===== src/rtl/fetch_decode_stage_if.sv =====
// Instruction memory fetch channel.
// Fetch side drives req/addr; memory answers with ack/rdata.
interface fetch_decode_stage_if;
  logic        imem_req;
  logic [63:0] imem_addr;
  logic        imem_ack;
  logic [31:0] imem_rdata;

  modport master (
    output imem_req,
    output imem_addr,
    input  imem_ack,
    input  imem_rdata
  );

  modport slave (
    input  imem_req,
    input  imem_addr,
    output imem_ack,
    output imem_rdata
  );
endinterface


===== src/rtl/fetch_decode_stage.sv =====
// LEGv8 fetch/decode front end: PC, imem handshake,
// ID register with skid entry, immediate-type decode.
module fetch_decode_stage #(
  parameter logic [63:0] RESET_PC = 64'h0,
  parameter logic [63:0] PC_INC   = 64'd4
) (
  input  logic                        CLK,
  input  logic                        Reset_L,
  fetch_decode_stage_if.master        imem,
  input  logic                        branch_taken,
  input  logic [63:0]                 branch_target,
  input  logic                        stall,
  output logic                        id_valid,
  output logic [63:0]                 id_pc,
  output logic [31:0]                 id_instr,
  output logic [25:0]                 Imm25,
  output logic [2:0]                  SignOp
);

  typedef enum logic [1:0] {
    IDLE,
    REQ,
    HOLD
  } state_t;

  state_t      state, state_d;
  logic [63:0] pc, pc_d;
  logic [63:0] faddr;
  logic        kill;
  logic [63:0] skid_pc;
  logic [31:0] skid_instr;
  logic        take, load_id, load_skid, unskid;
  logic        ack;

  assign ack           = imem.imem_ack;
  assign imem.imem_req  = (state == REQ);
  assign imem.imem_addr = faddr;
  assign Imm25          = id_instr[25:0];

  // Fetch FSM state register.
  always_ff @(posedge CLK) begin
    if (!Reset_L) state <= IDLE;
    else          state <= state_d;
  end

  // Next state, word routing and next PC.
  always_comb begin
    state_d   = state;
    take      = 1'b0;
    load_id   = 1'b0;
    load_skid = 1'b0;
    unskid    = 1'b0;
    pc_d      = pc;
    unique case (state)
      IDLE: state_d = REQ;
      REQ: begin
        if (ack && !kill && !branch_taken) begin
          take = 1'b1;
          if (stall && id_valid) begin
            load_skid = 1'b1;
            state_d   = HOLD;
          end else begin
            load_id = 1'b1;
          end
        end
      end
      HOLD: begin
        if (branch_taken) begin
          state_d = REQ;
        end else if (!stall) begin
          unskid  = 1'b1;
          state_d = REQ;
        end
      end
      default: state_d = IDLE;
    endcase
    if (branch_taken) pc_d = branch_target;
    else if (take)    pc_d = pc + PC_INC;
  end

  // PC, fetch address, kill flag, skid and ID registers.
  always_ff @(posedge CLK) begin
    if (!Reset_L) begin
      pc         <= RESET_PC;
      faddr      <= RESET_PC;
      kill       <= 1'b0;
      skid_pc    <= '0;
      skid_instr <= '0;
      id_valid   <= 1'b0;
      id_pc      <= '0;
      id_instr   <= '0;
    end else begin
      pc <= pc_d;
      if (!(state == REQ && !ack)) faddr <= pc_d;
      if (state == REQ) begin
        if (ack)               kill <= 1'b0;
        else if (branch_taken) kill <= 1'b1;
      end
      if (load_skid) begin
        skid_pc    <= faddr;
        skid_instr <= imem.imem_rdata;
      end
      if (branch_taken) begin
        id_valid <= 1'b0;
      end else if (load_id) begin
        id_valid <= 1'b1;
        id_pc    <= faddr;
        id_instr <= imem.imem_rdata;
      end else if (unskid) begin
        id_valid <= 1'b1;
        id_pc    <= skid_pc;
        id_instr <= skid_instr;
      end else if (!stall) begin
        id_valid <= 1'b0;
      end
    end
  end

  // Immediate-type select from the opcode field.
  always_comb begin
    SignOp = 3'b100;
    unique case (1'b1)
      (id_instr[31:26] == 6'b000101) ||
      (id_instr[31:26] == 6'b100101):
        SignOp = 3'b010;
      (id_instr[31:24] == 8'b10110100) ||
      (id_instr[31:24] == 8'b10110101) ||
      (id_instr[31:24] == 8'b01010100):
        SignOp = 3'b011;
      (id_instr[31:21] == 11'b11111000010) ||
      (id_instr[31:21] == 11'b11111000000):
        SignOp = 3'b001;
      (id_instr[31:23] == 9'b110100101) ||
      (id_instr[31:23] == 9'b111100101):
        SignOp = 3'b101;
      (id_instr[31:22] == 10'b1001000100) ||
      (id_instr[31:22] == 10'b1101000100) ||
      (id_instr[31:22] == 10'b1001001000) ||
      (id_instr[31:22] == 10'b1011001000):
        SignOp = 3'b000;
      default:
        SignOp = 3'b100;
    endcase
  end

endmodule


===== src/flat_wrapper.sv =====
// flat-port wrapper written by rule: the top's interface ports become plain ports
module fetch_decode_stage_flat 
#(
  parameter logic [63:0] RESET_PC = 64'h0,
  parameter logic [63:0] PC_INC   = 64'd4
)
  (CLK, Reset_L, branch_taken, branch_target, stall, id_valid, id_pc, id_instr, Imm25, SignOp, imem_imem_req, imem_imem_addr, imem_imem_ack, imem_imem_rdata);
  fetch_decode_stage_if imem_i ();
  input  logic CLK;
  input  logic Reset_L;
  input  logic branch_taken;
  input  logic [63:0] branch_target;
  input  logic stall;
  output logic id_valid;
  output logic [63:0] id_pc;
  output logic [31:0] id_instr;
  output logic [25:0] Imm25;
  output logic [2:0] SignOp;
  output wire logic [$bits(imem_i.imem_req)-1:0] imem_imem_req;
  output wire logic [$bits(imem_i.imem_addr)-1:0] imem_imem_addr;
  input wire logic [$bits(imem_i.imem_ack)-1:0] imem_imem_ack;
  input wire logic [$bits(imem_i.imem_rdata)-1:0] imem_imem_rdata;
  assign imem_imem_req = imem_i.imem_req;
  assign imem_imem_addr = imem_i.imem_addr;
  assign imem_i.imem_ack = imem_imem_ack;
  assign imem_i.imem_rdata = imem_imem_rdata;
  fetch_decode_stage #(.RESET_PC(RESET_PC), .PC_INC(PC_INC)) u_core (.CLK(CLK), .Reset_L(Reset_L), .imem(imem_i), .branch_taken(branch_taken), .branch_target(branch_target), .stall(stall), .id_valid(id_valid), .id_pc(id_pc), .id_instr(id_instr), .Imm25(Imm25), .SignOp(SignOp));
endmodule

===== config.mk =====
export PLATFORM = sky130hd
export DESIGN_NAME = fetch_decode_stage_flat
export DESIGN_NICKNAME = d
export VERILOG_FILES = /design/src/rtl/fetch_decode_stage_if.sv /design/src/rtl/fetch_decode_stage.sv /design/src/flat_wrapper.sv
export SDC_FILE = /design/constraint.sdc
export NUM_CORES = 1
export LEC_CHECK = 0
export ABC_AREA = 1
export CORE_MARGIN = 3
export CORE_UTILIZATION = 40
export CTS_CLUSTER_DIAMETER = 50
export DETAILED_ROUTE_END_ITERATION = 8
export PLACE_DENSITY = 0.61
export SYNTH_ARGS = -nofsm -noshare
export SYNTH_HDL_FRONTEND = slang
export SYNTH_SLANG_ARGS = --single-unit

===== constraint.sdc =====
create_clock -name CLK -period 2.1 [get_ports CLK]
set_clock_uncertainty 0.15 [all_clocks]
set_input_delay 0.315 -clock CLK [delete_from_list [all_inputs] [get_ports CLK]]
set_output_delay 0.315 -clock CLK [all_outputs]
set_load 0.1 [all_outputs]

Word-level counts from Yosys, hierarchy flattened
Index checks and enable logic that the tools add are counted.
{"block": "classes", "addsub": 1, "mul": 0, "div_mod_pow": 0, "n_lt_le_gt_ge": 0, "n_eq_ne": 19, "shift": 0, "muxes": 28, "n_bitwise": 2, "reduce_logical": 22}
{"operator": "64-bit 2-to-1 mux", "count": 4}
{"operator": "64-bit by 3-bit adder with 64-bit output, second input constant", "count": 1}
{"operator": "32-bit 2-to-1 mux", "count": 2}
{"operator": "10-bit equality test, second input constant", "count": 4}
{"operator": "11-bit equality test, second input constant", "count": 2}
{"operator": "9-bit equality test, second input constant", "count": 2}
{"operator": "8-bit equality test, second input constant", "count": 2}
{"operator": "1-bit 2-to-1 mux", "count": 16}
{"operator": "3-bit case mux with 5 select lines", "count": 1}
{"operator": "8-bit by 7-bit equality test with 1-bit output, second input constant", "count": 1}
{"operator": "1-bit logical OR", "count": 8}
{"operator": "2-bit 2-to-1 mux", "count": 4}
{"operator": "6-bit by 3-bit equality test with 1-bit output, second input constant", "count": 1}
{"operator": "6-bit equality test, second input constant", "count": 1}
{"operator": "2-bit case mux with 3 select lines", "count": 1}
{"operator": "1-bit logical AND", "count": 4}
{"operator": "2-bit by 1-bit inequality test with 1-bit output, second input constant", "count": 2}
{"operator": "2-bit AND reduction", "count": 2}
{"operator": "2-bit nonzero test", "count": 2}
{"operator": "1-bit zero test", "count": 3}
{"operator": "3-bit by 1-bit inequality test with 1-bit output, second input constant", "count": 1}
{"operator": "3-bit inequality test, second input constant", "count": 1}
{"operator": "3-bit AND reduction", "count": 1}
{"operator": "2-bit by 1-bit equality test with 1-bit output, second input constant", "count": 1}
{"operator": "other kinds (4)", "count": 5}
{"block": "totals", "ff_bits": 324, "latch_bits": 0, "ram_bits": 0, "mem_bits_ro": 0, "input_bits": 101, "n_memories": 0}

Depth between registers and ports, before layout
{"block": "depth", "depth_word": 7, "depth_mapped": 15}

Least setup slack after synthesis
No wires, ideal clock.
{"block": "synth_path", "path_type": "reg2out", "from": "register u_core.id_instr[24]", "to": "output port SignOp[2]", "arrival_ns": 3.568, "required_time_ns": 1.635, "setup_slack_ns": -1.933, "path_stages_with_launch": 6, "path_buffers": 0, "path_cell_list": "dfxtp_1 nor2_1 a32o_1 nand3_1 nand2_1 nor2_1"}
{"block": "synth_via", "elab_chain_len": 5, "word_cells_on_any_way": 19, "classes_between": "eq/ne: 11; mux: 1; reduce/logical: 7"}
{"item": "from (decl)", "line": "fetch_decode_stage.sv:15", "text": "output logic [31:0] id_instr,"}
{"item": "from (signal assigned)", "line": "fetch_decode_stage.sv:108", "text": "id_instr <= imem.imem_rdata;"}
{"item": "from (signal assigned)", "line": "fetch_decode_stage.sv:112", "text": "id_instr <= skid_instr;"}
{"item": "10-bit equality test, on equally long branches", "line": "fetch_decode_stage.sv:136, fetch_decode_stage.sv:137"}
{"item": "1-bit logical OR", "line": "fetch_decode_stage.sv:136", "text": "(id_instr[31:22] == 10'b1001000100) ||"}
{"item": "1-bit logical OR", "line": "fetch_decode_stage.sv:137", "text": "(id_instr[31:22] == 10'b1101000100) ||"}
{"item": "1-bit logical OR", "line": "fetch_decode_stage.sv:138", "text": "(id_instr[31:22] == 10'b1001001000) ||"}
{"item": "3-bit case mux with 5 select lines (*)", "line": "fetch_decode_stage.sv:122", "text": "unique case (1'b1)"}
{"item": "to (decl)", "line": "flat_wrapper.sv:18", "text": "output logic [2:0] SignOp;"}
Mark *: on every way between the ends. The rest lies on a longest branch, timed or not.

Final worst setup path
{"block": "layout_path", "from": "register u_core.id_instr[28]", "to": "output port SignOp[2]"}
Same word-level chain as after synthesis.

==> impl_metrics.py <==
metrics = {
    "global_routing": {
        "grt_pass1_vias": 13600,
        "grt_overflow_total": 0,
        "grt_max_degree": 78,
        "grt_usage": 0.240,
        "grt_pass1_wl_um": 75500,
        "grt_antenna_before_repair": 0,
    },
    "timing": {
        "holdWs_ns": 0.221,
        "totalNegativeSetupSlack_ns": -0.0632,
        "grt_setup_unrepaired": "yes",
        "final.min_clock_period_ns": 2.16,
        "max_freq_mhz": 462,
        "fin_crit_sh": 1.03,
        "slew_headroom": 0.607,
        "worst_slack_ns": -0.0632,
        "finalHoldViolations": 0,
        "drv_slew": 0,
        "setup_violations": 1,
        "tightest_slew_ns": 0.583,
    },
    "pwr": {
        "ir_worst_vdd_mv": 0.569,
        "power.internal_mw": 11.8,
        "p_sw_mw": 5.43,
        "switching_share": 0.316,
        "power.share.clock": 0.421,
        "seqPwrFrac": 0.391,
        "design_power_total_mw": 17.2,
        "comb_power_share": 0.188,
        "p_leak_nw": 8.54,
        "power_density_nw_per_um2": 846,
    },
    "synth": {
        "synth_nets": 2217,
        "yosys.area.top_type": "dfxtp_1",
        "syn_area_um2": 14800,
        "yosys_register_bits": 324,
        "synth_edf_count": 0,
        "post-synth-top-area-fraction": 0.438,
        "ys_top_cells_by_area": "dfxtp_1, nand2_1, inv_1, o21ai_0, nor2_1",
        "synth_ff_type": "dfxtp_1",
        "synth_warnings": 0,
        "post_synth_num_cell_types": 45,
        "ys_top_cells_by_count": "nand2_1, dfxtp_1, inv_1, nor2_1, o21ai_0",
        "synth_cells": 2115,
        "async_flop_share": 0,
        "ys_seq_area_frac": 0.438,
        "yosysMostFrequentCell": "nand2_1",
        "syn_avg_cell_area_um2": 6.99,
    },
    "floorplanning": {
        "die_area_um2": 39300,
        "die_w_um": 198,
        "start_util": 0.411,
        "rows": 69,
        "io_pins": 292,
        "die_y_um": 198,
        "core-area_um2": 36000,
    },
    "critical_path": {
        "crit_path_end_kind": "primary output",
        "r2r_slack_ns": 0.09,
        "critical_path_arrival_ns": 1.70,
        "critPathKind": "flip-flop to primary output",
        "crit_path_max_fanout": 4,
        "reg2regPathDepth": 14,
        "critPathLaunchType": "flip-flop",
        "worstPathRequired_ns": 1.63,
    },
    "route": {
        "drt_iter0_drc": 1112,
        "post_drt_wl_per_cell_um": 17.3,
        "drt-vias-per-instance": 5.09,
        "dr.pass1.iters": 5,
        "routed_wl_um": 50600,
        "antenna_left": 0,
        "drcViolationCount": 0,
        "vias": 14900,
    },
    "cts": {
        "clkSinkCount": 324,
        "clockBufferDepth": 3,
        "cts-root-buf": "clkbuf_16",
        "cts_tree": "built",
        "cts_buffers": 41,
        "clock_latency_ns": 0.54,
        "clk_pin_slew_ns": 0.06,
        "htreeDepth": 2,
    },
    "place": {
        "gp_congestion": 0.921,
        "dp_hpwl_um": 35100,
        "port_buffers": 291,
    },
    "cells_and_area": {
        "n_antenna_cell": 0,
        "final_util": 0.564,
        "seqCellArea_um2": 6540,
        "multiInputGateArea_um2": 6940,
        "drive_above_1_share": 0.220,
        "nNetsFinal": 2528,
        "area_growth_pct": 37.3,
        "fill_cells": 3480,
    },
    "outcome": {
        "violations": "setup timing",
        "status": "complete, but fails checks",
    },
    "run": {
        "maxCapViolCount": 0,
    },
    "hold_path": {
        "hold_path_class": "primary input to flip-flop",
        "holdPathStages": 3,
    },
}
-- cell families after synthesis --
family / after synthesis / share of synthesized area
AO/OA/AOI/OAI: 515 / 0.188
XOR/XNOR: 15 / 0.00888
adder cells (fa/ha/maj): 1 / 0.000846
buffers and inverters: 410 / 0.117
flip-flops: 324 / 0.438
multiplexers: 5 / 0.00338
AND/OR/NAND/NOR: 845 / 0.244
-- per-stage QoR --
step,setup slack (ns),instance area (µm²),instances
floorplan,-0.156,14800,2115
global placement,-0.401,18200,2827
detailed placement,-0.472,18200,2827
CTS,-0.101,19800,2906
global route,-0.149,20300,2919
finish,-0.0632,20300,2919
-- placed cells by master, fill, tap and decap left out, types with 12 or more instances in the layout --
cell	netlist	final
a21oi_1	146	144
a31oi_1	97	97
buf_12	0	22
buf_4	36	286
clkbuf_16	0	49
clkdlybuf4s50_1	0	98
dfxtp_1	324	294
dfxtp_2	0	23
inv_1	249	242
nand2_1	431	419
nand2_2	7	12
nand3_1	129	115
nand3_2	3	15
nand4_1	18	18
nor2_1	206	178
nor2_2	11	27
nor2_4	7	20
nor3_1	15	13
o21ai_0	162	159
o21ai_1	80	80
-- power by group through the flow --
| stage | logic (mW) | registers, mW | clock network [mW] |
|---|---|---|---|
| 2_1_floorplan | 0.945 | 8.04 | 0 |
| 3_3_place_gp | 3.12 | 6.84 | 0 |
| 3_5_place_dp | 3.13 | 6.84 | 0 |
| 4_1_cts | 3.15 | 6.71 | 7.39 |
| 5_1_grt | 3.39 | 6.75 | 7.66 |
| 6_report | 3.23 | 6.72 | 7.25 |
-- critical path, stage by stage (launching register included) --
cell and delay [ns]:
dfxtp_4 0.36, buf_4 0.14, nand4_1 0.12, o31ai_2 0.32, nor2_4 0.08, buf_12 0.17
-- path summary, 6_finish.rpt --
check | from | end
max | u_core.id_instr[28] | SignOp[2]
min | imem_imem_rdata[6] | u_core.id_instr[6]
max reg2reg | u_core.pc[2] | u_core.imem.imem_addr[52]
min reg2reg | u_core.skid_instr[12] | u_core.skid_instr[12]
-- flip-flops by register name (all words and copies together) (netlist names) --
register	count
u_core.id_instr	32
u_core.id_pc	64
u_core.state	2
u_core.kill	1
u_core.skid_pc	64
u_core.imem.imem_addr	64
u_core.id_valid	1
u_core.skid_instr	32
u_core.pc	64
-- what timing repair did --
item	CTS	global route
resized for setup	21	104
setup buffers	3	6
hold buffers	1	0
pin swaps	7	25
endpoints found under the setup margin	10	179
endpoints found under the hold margin	7	0
gates cloned	0	7
-- layout make-up --
type	instances	area share
clock buffers	60	0.0610
clock inverters	15	0.00893
inverters	258	0.0488
multi-input cells	1382	0.342
flip-flops and latches	324	0.322
well taps	461	0.0284
repair buffers	419	0.189
-- metal layers --
metal / global-route usage / up-vias / share of wire
li1: - / 7512 / -
met2: 0.370 / 467 / 0.44
met1: 0.357 / 6821 / 0.47
met3: 0.0361 / 57 / 0.066
met5: 0 / - / 0
met4: 0.0522 / 0 / 0.017
Note: power is estimated with default switching activity, not from simulation.
